$ cat config.mk
export PLATFORM = sky130hd
export DESIGN_NAME = vga_sprite_timing_gen_flat
export DESIGN_NICKNAME = d
export VERILOG_FILES = /design/src/rtl/vga_sprite_timing_gen_if.sv /design/src/rtl/vga_sprite_timing_gen.sv /design/src/flat_wrapper.sv
export SDC_FILE = /design/constraint.sdc
export NUM_CORES = 1
export LEC_CHECK = 0
export CORE_AREA = 5 5 234 122
export CTS_CLUSTER_SIZE = 14
export DETAILED_ROUTE_END_ITERATION = 10
export DIE_AREA = 0 0 239 127
export PLACE_DENSITY = 0.93
export SYNTH_ARGS = -nofsm -noshare
export SYNTH_HDL_FRONTEND = slang
export SYNTH_SLANG_ARGS = --single-unit
export TNS_END_PERCENT = 1
$ cat constraint.sdc
create_clock -name VGA_CLK -period 4.5 [get_ports VGA_CLK]
set_clock_uncertainty 0.1 [all_clocks]
set_input_delay 0.675 -clock VGA_CLK [delete_from_list [all_inputs] [get_ports VGA_CLK]]
set_output_delay 0.675 -clock VGA_CLK [all_outputs]
set_load 0.02 [all_outputs]
$ cat src/rtl/vga_sprite_timing_gen_if.sv
// rtl/vga_sprite_timing_gen_if.sv - sprite register inputs and composited video outputs of the timing generator
interface vga_sprite_timing_gen_if #(
    parameter int N_SPRITES = 8
);
    logic [23:0]             RGB;
    logic [N_SPRITES-1:0]    SPRITES_FLAGS;
    logic [22*N_SPRITES-1:0] SPRITE_POS;
    logic [24*N_SPRITES-1:0] SPRITE_RGB;

    logic [10:0]             X;
    logic [10:0]             Y;
    logic                    VGA_HS;
    logic                    VGA_VS;
    logic                    VGA_BLANK_N;
    logic [7:0]              VGA_R;
    logic [7:0]              VGA_G;
    logic [7:0]              VGA_B;
    logic [N_SPRITES-1:0]    SPRITES_EN;
    logic                    FRAME_START;

    // The generator drives the video side and samples the game-logic sprite registers.
    modport master (
        input  RGB, SPRITES_FLAGS, SPRITE_POS, SPRITE_RGB,
        output X, Y, VGA_HS, VGA_VS, VGA_BLANK_N, VGA_R, VGA_G, VGA_B, SPRITES_EN, FRAME_START
    );

    modport slave (
        output RGB, SPRITES_FLAGS, SPRITE_POS, SPRITE_RGB,
        input  X, Y, VGA_HS, VGA_VS, VGA_BLANK_N, VGA_R, VGA_G, VGA_B, SPRITES_EN, FRAME_START
    );
endinterface

$ cat src/rtl/vga_sprite_timing_gen.sv
// rtl/vga_sprite_timing_gen.sv - parametrised VGA timing generator with prioritised rectangular sprite compositing
module vga_sprite_timing_gen #(
    parameter int H_ACTIVE  = 640,
    parameter int H_FP      = 16,
    parameter int H_SYNC    = 96,
    parameter int H_BP      = 48,
    parameter int V_ACTIVE  = 480,
    parameter int V_FP      = 10,
    parameter int V_SYNC    = 2,
    parameter int V_BP      = 33,
    parameter int N_SPRITES = 8,
    parameter int SPR_W     = 32,
    parameter int SPR_H     = 32,
    parameter int SYNC_POL  = 0
) (
    input  logic                     VGA_CLK,
    input  logic                     RESET_N,
    vga_sprite_timing_gen_if.master  bus
);
    localparam int H_TOT = H_ACTIVE + H_FP + H_SYNC + H_BP;
    localparam int V_TOT = V_ACTIVE + V_FP + V_SYNC + V_BP;

    localparam logic [10:0] H_LAST   = 11'(H_TOT - 1);
    localparam logic [10:0] V_LAST   = 11'(V_TOT - 1);
    localparam logic [10:0] H_ACT    = 11'(H_ACTIVE);
    localparam logic [10:0] V_ACT    = 11'(V_ACTIVE);
    localparam logic [10:0] HS_BEG   = 11'(H_ACTIVE + H_FP);
    localparam logic [10:0] HS_END   = 11'(H_ACTIVE + H_FP + H_SYNC);
    localparam logic [10:0] VS_BEG   = 11'(V_ACTIVE + V_FP);
    localparam logic [10:0] VS_END   = 11'(V_ACTIVE + V_FP + V_SYNC);
    localparam logic [11:0] SPR_W12  = 12'(SPR_W);
    localparam logic [11:0] SPR_H12  = 12'(SPR_H);
    localparam logic        SYNC_ON  = (SYNC_POL != 0);

    logic [10:0] hc;
    logic [10:0] vc;

    always_ff @(posedge VGA_CLK or negedge RESET_N) begin
        if (!RESET_N) begin
            hc <= '0;
            vc <= '0;
        end else if (hc == H_LAST) begin
            hc <= '0;
            vc <= (vc == V_LAST) ? 11'd0 : vc + 11'd1;
        end else begin
            hc <= hc + 11'd1;
        end
    end

    assign bus.X = hc;
    assign bus.Y = vc;

    logic                 pix_active;
    logic                 hs_now;
    logic                 vs_now;
    logic                 fs_now;
    logic [N_SPRITES-1:0] hit_now;
    logic [23:0]          rgb_now;
    logic [11:0]          px;
    logic [11:0]          py;
    logic [11:0]          sx;
    logic [11:0]          sy;

    // Coordinates are widened to 12 bits so that position + size never wraps near the 11-bit limit.
    always_comb begin
        pix_active = (hc < H_ACT) && (vc < V_ACT);
        hs_now     = (hc >= HS_BEG) && (hc < HS_END);
        vs_now     = (vc >= VS_BEG) && (vc < VS_END);
        fs_now     = (hc == 11'd0) && (vc == 11'd0);
        px         = {1'b0, hc};
        py         = {1'b0, vc};
        sx         = '0;
        sy         = '0;
        hit_now    = '0;
        for (int i = 0; i < N_SPRITES; i++) begin
            sx = {1'b0, bus.SPRITE_POS[22*i +: 11]};
            sy = {1'b0, bus.SPRITE_POS[22*i+11 +: 11]};
            hit_now[i] = bus.SPRITES_FLAGS[i] && pix_active &&
                         (px >= sx) && (px < sx + SPR_W12) &&
                         (py >= sy) && (py < sy + SPR_H12);
        end
    end

    // Walk from the highest index down so the lowest-index hit is the last writer.
    always_comb begin
        rgb_now = pix_active ? bus.RGB : 24'h000000;
        for (int i = N_SPRITES - 1; i >= 0; i--) begin
            if (hit_now[i]) begin
                rgb_now = bus.SPRITE_RGB[24*i +: 24];
            end
        end
    end

    always_ff @(posedge VGA_CLK or negedge RESET_N) begin
        if (!RESET_N) begin
            bus.VGA_HS      <= ~SYNC_ON;
            bus.VGA_VS      <= ~SYNC_ON;
            bus.VGA_BLANK_N <= 1'b0;
            bus.VGA_R       <= 8'h00;
            bus.VGA_G       <= 8'h00;
            bus.VGA_B       <= 8'h00;
            bus.SPRITES_EN  <= '0;
            bus.FRAME_START <= 1'b0;
        end else begin
            bus.VGA_HS      <= hs_now ? SYNC_ON : ~SYNC_ON;
            bus.VGA_VS      <= vs_now ? SYNC_ON : ~SYNC_ON;
            bus.VGA_BLANK_N <= pix_active;
            bus.VGA_R       <= rgb_now[23:16];
            bus.VGA_G       <= rgb_now[15:8];
            bus.VGA_B       <= rgb_now[7:0];
            bus.SPRITES_EN  <= hit_now;
            bus.FRAME_START <= fs_now;
        end
    end
endmodule

$ cat src/flat_wrapper.sv
// flat-port wrapper written by rule: the top's interface ports become plain ports
module vga_sprite_timing_gen_flat 
#(
    parameter int H_ACTIVE  = 640,
    parameter int H_FP      = 16,
    parameter int H_SYNC    = 96,
    parameter int H_BP      = 48,
    parameter int V_ACTIVE  = 480,
    parameter int V_FP      = 10,
    parameter int V_SYNC    = 2,
    parameter int V_BP      = 33,
    parameter int N_SPRITES = 8,
    parameter int SPR_W     = 32,
    parameter int SPR_H     = 32,
    parameter int SYNC_POL  = 0
)
  (VGA_CLK, RESET_N, bus_RGB, bus_SPRITES_FLAGS, bus_SPRITE_POS, bus_SPRITE_RGB, bus_X, bus_Y, bus_VGA_HS, bus_VGA_VS, bus_VGA_BLANK_N, bus_VGA_R, bus_VGA_G, bus_VGA_B, bus_SPRITES_EN, bus_FRAME_START);
  vga_sprite_timing_gen_if #(.N_SPRITES(N_SPRITES)) bus_i ();
  input  logic VGA_CLK;
  input  logic RESET_N;
  input wire logic [$bits(bus_i.RGB)-1:0] bus_RGB;
  input wire logic [$bits(bus_i.SPRITES_FLAGS)-1:0] bus_SPRITES_FLAGS;
  input wire logic [$bits(bus_i.SPRITE_POS)-1:0] bus_SPRITE_POS;
  input wire logic [$bits(bus_i.SPRITE_RGB)-1:0] bus_SPRITE_RGB;
  output wire logic [$bits(bus_i.X)-1:0] bus_X;
  output wire logic [$bits(bus_i.Y)-1:0] bus_Y;
  output wire logic [$bits(bus_i.VGA_HS)-1:0] bus_VGA_HS;
  output wire logic [$bits(bus_i.VGA_VS)-1:0] bus_VGA_VS;
  output wire logic [$bits(bus_i.VGA_BLANK_N)-1:0] bus_VGA_BLANK_N;
  output wire logic [$bits(bus_i.VGA_R)-1:0] bus_VGA_R;
  output wire logic [$bits(bus_i.VGA_G)-1:0] bus_VGA_G;
  output wire logic [$bits(bus_i.VGA_B)-1:0] bus_VGA_B;
  output wire logic [$bits(bus_i.SPRITES_EN)-1:0] bus_SPRITES_EN;
  output wire logic [$bits(bus_i.FRAME_START)-1:0] bus_FRAME_START;
  assign bus_i.RGB = bus_RGB;
  assign bus_i.SPRITES_FLAGS = bus_SPRITES_FLAGS;
  assign bus_i.SPRITE_POS = bus_SPRITE_POS;
  assign bus_i.SPRITE_RGB = bus_SPRITE_RGB;
  assign bus_X = bus_i.X;
  assign bus_Y = bus_i.Y;
  assign bus_VGA_HS = bus_i.VGA_HS;
  assign bus_VGA_VS = bus_i.VGA_VS;
  assign bus_VGA_BLANK_N = bus_i.VGA_BLANK_N;
  assign bus_VGA_R = bus_i.VGA_R;
  assign bus_VGA_G = bus_i.VGA_G;
  assign bus_VGA_B = bus_i.VGA_B;
  assign bus_SPRITES_EN = bus_i.SPRITES_EN;
  assign bus_FRAME_START = bus_i.FRAME_START;
  vga_sprite_timing_gen #(.H_ACTIVE(H_ACTIVE), .H_FP(H_FP), .H_SYNC(H_SYNC), .H_BP(H_BP), .V_ACTIVE(V_ACTIVE), .V_FP(V_FP), .V_SYNC(V_SYNC), .V_BP(V_BP), .N_SPRITES(N_SPRITES), .SPR_W(SPR_W), .SPR_H(SPR_H), .SYNC_POL(SYNC_POL)) u_core (.VGA_CLK(VGA_CLK), .RESET_N(RESET_N), .bus(bus_i));
endmodule
==> results of run 1 <==
==> kinds of logic (layout without fill, tap and decap cells) <==
group,count (synthesis),count (layout)
muxes,26,26
AOI/OAI and AO/OA,413,413
DFF,58,58
buffers and inverters,272,762
adders and majority gates,292,292
xor gates and xnor gates,79,79
other,0,3
and+or+nand+nor,420,420
==> worst min-delay path by stage <==
stage,cells after the start,startpoint,endpoint
after floorplan,0,RESET_N,u_core.bus.FRAME_START
after global placement,1,u_core.bus.X[0],u_core.bus.X[0]
after detailed placement,1,u_core.bus.X[0],u_core.bus.X[0]
after CTS,1,RESET_N,u_core.bus.X[5]
after global routing,1,RESET_N,u_core.bus.X[3]
final,1,RESET_N,u_core.bus.X[3]
==> sequential cells by signal, indices dropped and copies added, names as in the netlist <==
signal                  cells
u_core.bus.VGA_G            8
u_core.bus.VGA_HS           1
u_core.bus.Y               11
u_core.bus.VGA_BLANK_N      1
u_core.bus.VGA_VS           1
u_core.bus.SPRITES_EN       8
u_core.bus.VGA_B            8
u_core.bus.FRAME_START      1
u_core.bus.VGA_R            8
u_core.bus.X               11
==> routing by layer <==
metal | up-vias | part of all wire, % | GRT usage (%) | wire length [um]
met4 | 0 | 5.5 | 16.3 | 2920
li1 | 6730 | - | - | -
met3 | 194 | 9.7 | 6.59 | 5180
met1 | 6666 | 37 | 39.3 | 20000
met5 | - | 0 | 0 | 0
met2 | 844 | 47 | 56.3 | 25300
==> worst max-delay path: cells and delay by family <==
family | cells | cell delay (ns)
XOR/XNOR | 1 | 0.16
adder cells (fa/ha/maj) | 2 | 0.50
buffers and inverters | 3 | 0.93
AO/OA/AOI/OAI | 5 | 1.18
AND/OR/NAND/NOR | 3 | 0.98
==> power breakdown <==
part,total (uW),internal [uW],switching (uW)
Combinational,870,511,359
Clock,765,484,281
Sequential,538,533,4.94
Total,2170,1530,645
==> timing repair <==
action | CTS | global route
gates resized for setup | 0 | 2
setup endpoints to repair | 0 | 13
setup buffers | 0 | 0
==> final cells by class <==
type,count,area [sq um]
multi-input cells,1230,9680
fillers,1999,8270
repair buffers,515,5070
flip-flops and latches,58,1450
inverters,231,872
well taps,352,440
clock buffers,9,225
clock inverters,7,93.8
diodes,3,7.51
==> cells in the final DEF, fill, tap and decap left out, types with 5 or more instances in the layout <==
cell / count
nand3_1: 86
nor2b_1: 15
ha_1: 292
mux2i_1: 25
a31oi_2: 10
o22a_1: 19
o211ai_1: 33
nand2_1: 84
dfrtp_1: 56
a211o_1: 7
clkdlybuf4s50_1: 458
or4_1: 5
a2111oi_0: 11
inv_1: 229
buf_12: 5
o2111ai_1: 5
o21ai_1: 12
a31oi_1: 25
o22ai_1: 25
xnor2_1: 70
o21ai_0: 68
o21a_1: 28
a311oi_1: 9
and3_1: 14
a21o_1: 25
a211oi_1: 15
nor2_1: 64
and2_1: 5
clkbuf_16: 9
nand2b_1: 11
nor4_1: 7
xor2_1: 9
a21oi_1: 71
nor3_1: 48
nand4_1: 48
buf_4: 51
==> through the flow <==
stage / area, sq um / utilization [%] / hold slack (ns) / setup slack [ns]
6_report: 17800 / 68.3 / 0.289 / 0.222
5_1_grt: 17800 / 68.3 / 0.317 / 0.00459
4_1_cts: 17800 / 68.3 / 0.292 / 0.158
3_5_place_dp: 17500 / 67.0 / 0.409 / -0.201
3_3_place_gp: 17500 / 67.0 / 0.399 / -0.116
2_1_floorplan: 12200 / - / 0.279 / 0.982
==> flow_summary.yaml, run 1 <==
cells_and_area:
  syn_to_final_growth_pct: 46.2
  fin_cells: 2405
  drive_gt1_share_pct: 5.17
  nets: 2739
floorplanning:
  coreArea_sq_um: 26100
  num_rows: 42
  fp.dieArea_sq_um: 30400
  initial_core_util_pct: 46.7
  io_pins: 460
  die_w_um: 239
  dieHeight_um: 127
global_route:
  grt_pass1_vias: 14300
  antenna_found_initial: 2
  grt_pass1_wl_um: 79100
  grt_max_degree: 49
  overflow: 0
  track_usage_pct: 32.7
pwr:
  power_density_nw_per_um2: 122
  total_power_uw: 2170
  ir_drop_v: 0.000137
  leakagePower_uw: 0.00865
clock_tree:
  clock_sinks: 58
  path_clk_slew_ns: 0.06
  htree_levels: 3
  cts_tree: "done"
  cts_root_buf: "clkbuf_16"
  cts_hold_buf: 0
  numCtsBuffers: 9
  clockBufferDepth: 2
  clk_latency_ns: 0.34
synthesis:
  synth_cell_types: 85
  yosys_warnings: 0
  synth-xor-area-share_pct: 5.67
  yosysMostFrequentCell: "ha_1"
  yosys.area_share.simple_pct: 18.0
  synth_edf_count: 0
  synth_compound_area_share_pct: 23.5
  yosysTopAreaCell: "ha_1"
  synth.top_cells.by_count: "ha_1, inv_1, nand3_1, nand2_1, a21oi_1"
  synth_fa_ha_area_share_pct: 29.9
  async_flop_share_pct: 100
  synthMuxAreaShare_pct: 2.14
  synth_top_area_share_pct: 29.9
  seq_area_frac_synth_pct: 11.9
  synth_top_family_by_area: "adder cells"
  syn_area_sq_um: 12200
  yosys_register_bits: 58
  synth_fp_nets: 2254
  netlist_top_cells_area: "ha_1, dfrtp_1, inv_1, xnor2_1, nand3_1"
  avgSynthCellArea_sq_um: 7.82
  synth-main-ff-cell: "dfrtp_1"
  syn_inst: 1560
critical_path:
  cp.required_ns: 4.66
  path_cells: "clkdlybuf4s50_1, ha_1, nand3_1, xnor2_1, ha_1, o21a_1, o32ai_1, a21oi_1, buf_4, nor4_1, buf_4, nor3_2, o211ai_1, a31oi_1"
  crit_type: "in2reg"
  cpMaxStageDelayCell: "nor3_2"
  crit_fanout: 12
  rr_worst_depth: 11
  worstSetupEndpoint: "u_core.bus.VGA_B[1]"
  r2r_setup_slack_ns: 0.45
  start_kind: "primary input"
  startpoint: "bus_SPRITE_POS[82]"
  rr_startpoint: "u_core.bus.X[8]"
  slowest_delay_ns: 0.79
  cp_data_arrival_time_ns: 4.44
  rr_endpoint: "u_core.bus.VGA_R[5]"
  end_kind: "register"
placed_design:
  dp_hpwl_um: 44200
  gp_congestion: 1.02
  port_buffers: 459
  dp_cells: 2386
sta:
  hold_viol_final: 0
  worstMarginPinSlew_ns: 1.20
  period_share_pct: 95.1
  slew_headroom_pct: 19.5
  fmax_mhz: 234
  setup_viol: 0
  fin_setup_tns_ns: 0
  min_period_ns: 4.28
  slew_violations: 0
  grt_setup_unrepaired: "false"
route:
  dr.pass1.iters: 8
  drc: 0
  vias: 14400
  wirelength_um: 53400
  drt_iter0_drc: 1192
  routedWlPerCell_um: 22.2
  ant_nets: 0
  via_per_inst: 6.00
outcome:
  outcome: "completed"
worst_hold_path:
  hp-class: "in2async"
flow_run:
  drv_cap: 0
(Power assumes the default switching activity.)
==> inputs of run 2 (changes only) <==
Settings changed: CTS_CLUSTER_SIZE 14 to 16.
==> results of run 2 <==
Final layout, timing and power as in run 1 (identical DEF).
==> inputs of run 3 (changes only) <==
Settings changed: CORE_AREA 5 5 234 122 to 2 2 231 119, DIE_AREA 0 0 239 127 to 0 0 233 121.
==> run 3 against run 2 <==
Effect of this change:
- register-to-register slack better by 0.07 ns
- worst hold slack worse by 0.0093 ns
- routed wire length down 1.8%
- final cell count about the same
- critical path depth down 1
- setup slack worse by 0.041 ns
- flip-flop and latch count unchanged
- critical path type unchanged
==> flow_summary.yaml, run 3 (synthesis results as in run 1) <==
cells_and_area:
  ff_latch_area_sq_um: 1450
  layout_commonest_cell: "clkdlybuf4s50_1"
  multi_input_area_sq_um: 9680
  fillers: 1991
  final_cell_mix: "clkdlybuf4s50_1, ha_1, inv_1"
  syn_to_final_growth_pct: 46.0
  nets: 2732
  drive_gt1_share_pct: 4.85
clock_tree:
  cts_root_buf: "clkbuf_16"
  clk_latency_ns: 0.34
  cts_tree: "done"
  clockBufferDepth: 2
  path_clk_slew_ns: 0.06
  numCtsBuffers: 9
  clock_sinks: 58
  post-cts-setup-buffers: 0
  htree_levels: 3
route:
  vias: 14500
  dr.pass1.iters: 5
  drc: 0
  ant_nets: 0
  routedWlPerCell_um: 21.8
  via_per_inst: 6.05
  wirelength_um: 52400
  drt_iter0_drc: 1201
sta:
  worstMarginPinSlew_ns: 1.04
  slew_violations: 0
  worst_hold_slack_ns: 0.280
  hold_viol_final: 0
  grt_setup_unrepaired: "false"
  period_share_pct: 96.0
  slew_headroom_pct: 30.3
  fmax_mhz: 232
  min_period_ns: 4.32
  setup_viol: 0
critical_path:
  crit_fanout: 24
  slowest_delay_ns: 0.67
  end_kind: "register"
  cpMaxStageDelayCell: "or4_1"
  path_cells: "clkdlybuf4s50_1, ha_1, xnor2_1, ha_1, a21o_1, a2111oi_0, a21oi_1, or4_1, buf_4, nand4_1, a31oi_1, nor3_1, a21oi_1"
  crit_type: "in2reg"
  cp.required_ns: 4.60
  cp_data_arrival_time_ns: 4.42
  rr_worst_depth: 12
  start_kind: "primary input"
floorplanning:
  initial_core_util_pct: 46.7
  die_w_um: 233
  coreArea_sq_um: 26100
  fp.dieArea_sq_um: 28200
  dieHeight_um: 121
  io_pins: 460
  num_rows: 42
global_route:
  grt_pass1_vias: 14500
  grt_pass1_wl_um: 78300
  grt_max_degree: 33
  antenna_found_initial: 5
  track_usage_pct: 36.0
  overflow: 0
worst_hold_path:
  hp-class: "in2async"
pwr:
  power_density_nw_per_um2: 124
  p_clk_share_pct: 36.3
  p_seq_share_pct: 24.4
  p_sw_uw: 636
  ir_drop_v: 0.000137
  pwr-share-comb_pct: 39.3
  total_power_uw: 2210
  p_sw_share_pct: 28.8
  power.internal_uw: 1570
  leakagePower_uw: 0.00862
placed_design:
  port_buffers: 459
  gp_congestion: 0.981
  dp_hpwl_um: 43100
outcome:
  outcome: "completed"
flow_run:
  drv_cap: 0
[run 3: worst paths after layout]
kind | startpoint | to | slack, ns
worst max-delay path | bus_SPRITE_POS[82] | u_core.bus.VGA_B[7] | 0.18
worst min-delay path | RESET_N | u_core.bus.SPRITES_EN[7] | 0.28
worst max register to register | u_core.bus.Y[7] | u_core.bus.VGA_B[5] | 0.52
worst min register to register | u_core.bus.X[0] | u_core.bus.X[0] | 0.41
max in group asynchronous | RESET_N | u_core.bus.SPRITES_EN[6] | 3.09
min in group VGA_CLK | u_core.bus.X[0] | u_core.bus.X[0] | 0.41
[run 3: layout make-up]
class	count	area share [%]
diodes	8	0.112
clock buffers	12	1.50
clock inverters	4	0.407
inverters	231	4.89
multi-input cells	1230	54.3
flip-flops and latches	58	8.16
well taps	352	2.47
repair buffers	508	28.2
[run 3: stage by stage]
| stage | setup WS (ns) | instance area (sq um) | setup TNS (ns) | util, % | std cells |
|---|---|---|---|---|---|
| detailed placement | -0.242 | 17500 | -0.421 | 66.8 | 2379 |
| global route | 0.0307 | 17800 | 0 | 68.2 | 2398 |
| global placement | -0.187 | 17500 | -0.315 | 66.8 | 2379 |
| finish | 0.182 | 17800 | 0 | 68.2 | 2403 |
| CTS | 0.109 | 17800 | 0 | 68.1 | 2395 |
| floorplan | 0.982 | 12200 | 0 | - | 1560 |
[run 3: timing repair]
item / 4_1_cts / 5_1_grt
gates resized for setup: 0 / 1
setup endpoints to repair: 0 / 1
hold buffers: 0 / 0
endpoints found under the hold margin: 0 / 0
[run 3: power groups by stage]
stage               sequential [uW]  combinational [uW]  clock, uW
floorplan                       560                 321          0
global placement                547                 831          0
detailed placement              547                 851          0
CTS                             538                 859        803
global route                    538                 941        830
finish                          538                 868        800
[run 3: worst max-delay path: cells and delay by family]
family                   cells  cell delay [ns]
AO/OA/AOI/OAI                5             1.18
AND/OR/NAND/NOR              3             1.11
adder cells (fa/ha/maj)      2             0.55
XOR/XNOR                     1             0.13
buffers and inverters        2             0.76
[run 3: per-layer routing]
layer	vias to the layer above	wire (um)	GRT usage [%]
met4	0	2890	19.1
met3	210	5240	9.14
met1	6832	19600	41.1
met5	-	0	0
li1	6723	-	-
met2	782	24700	62.1
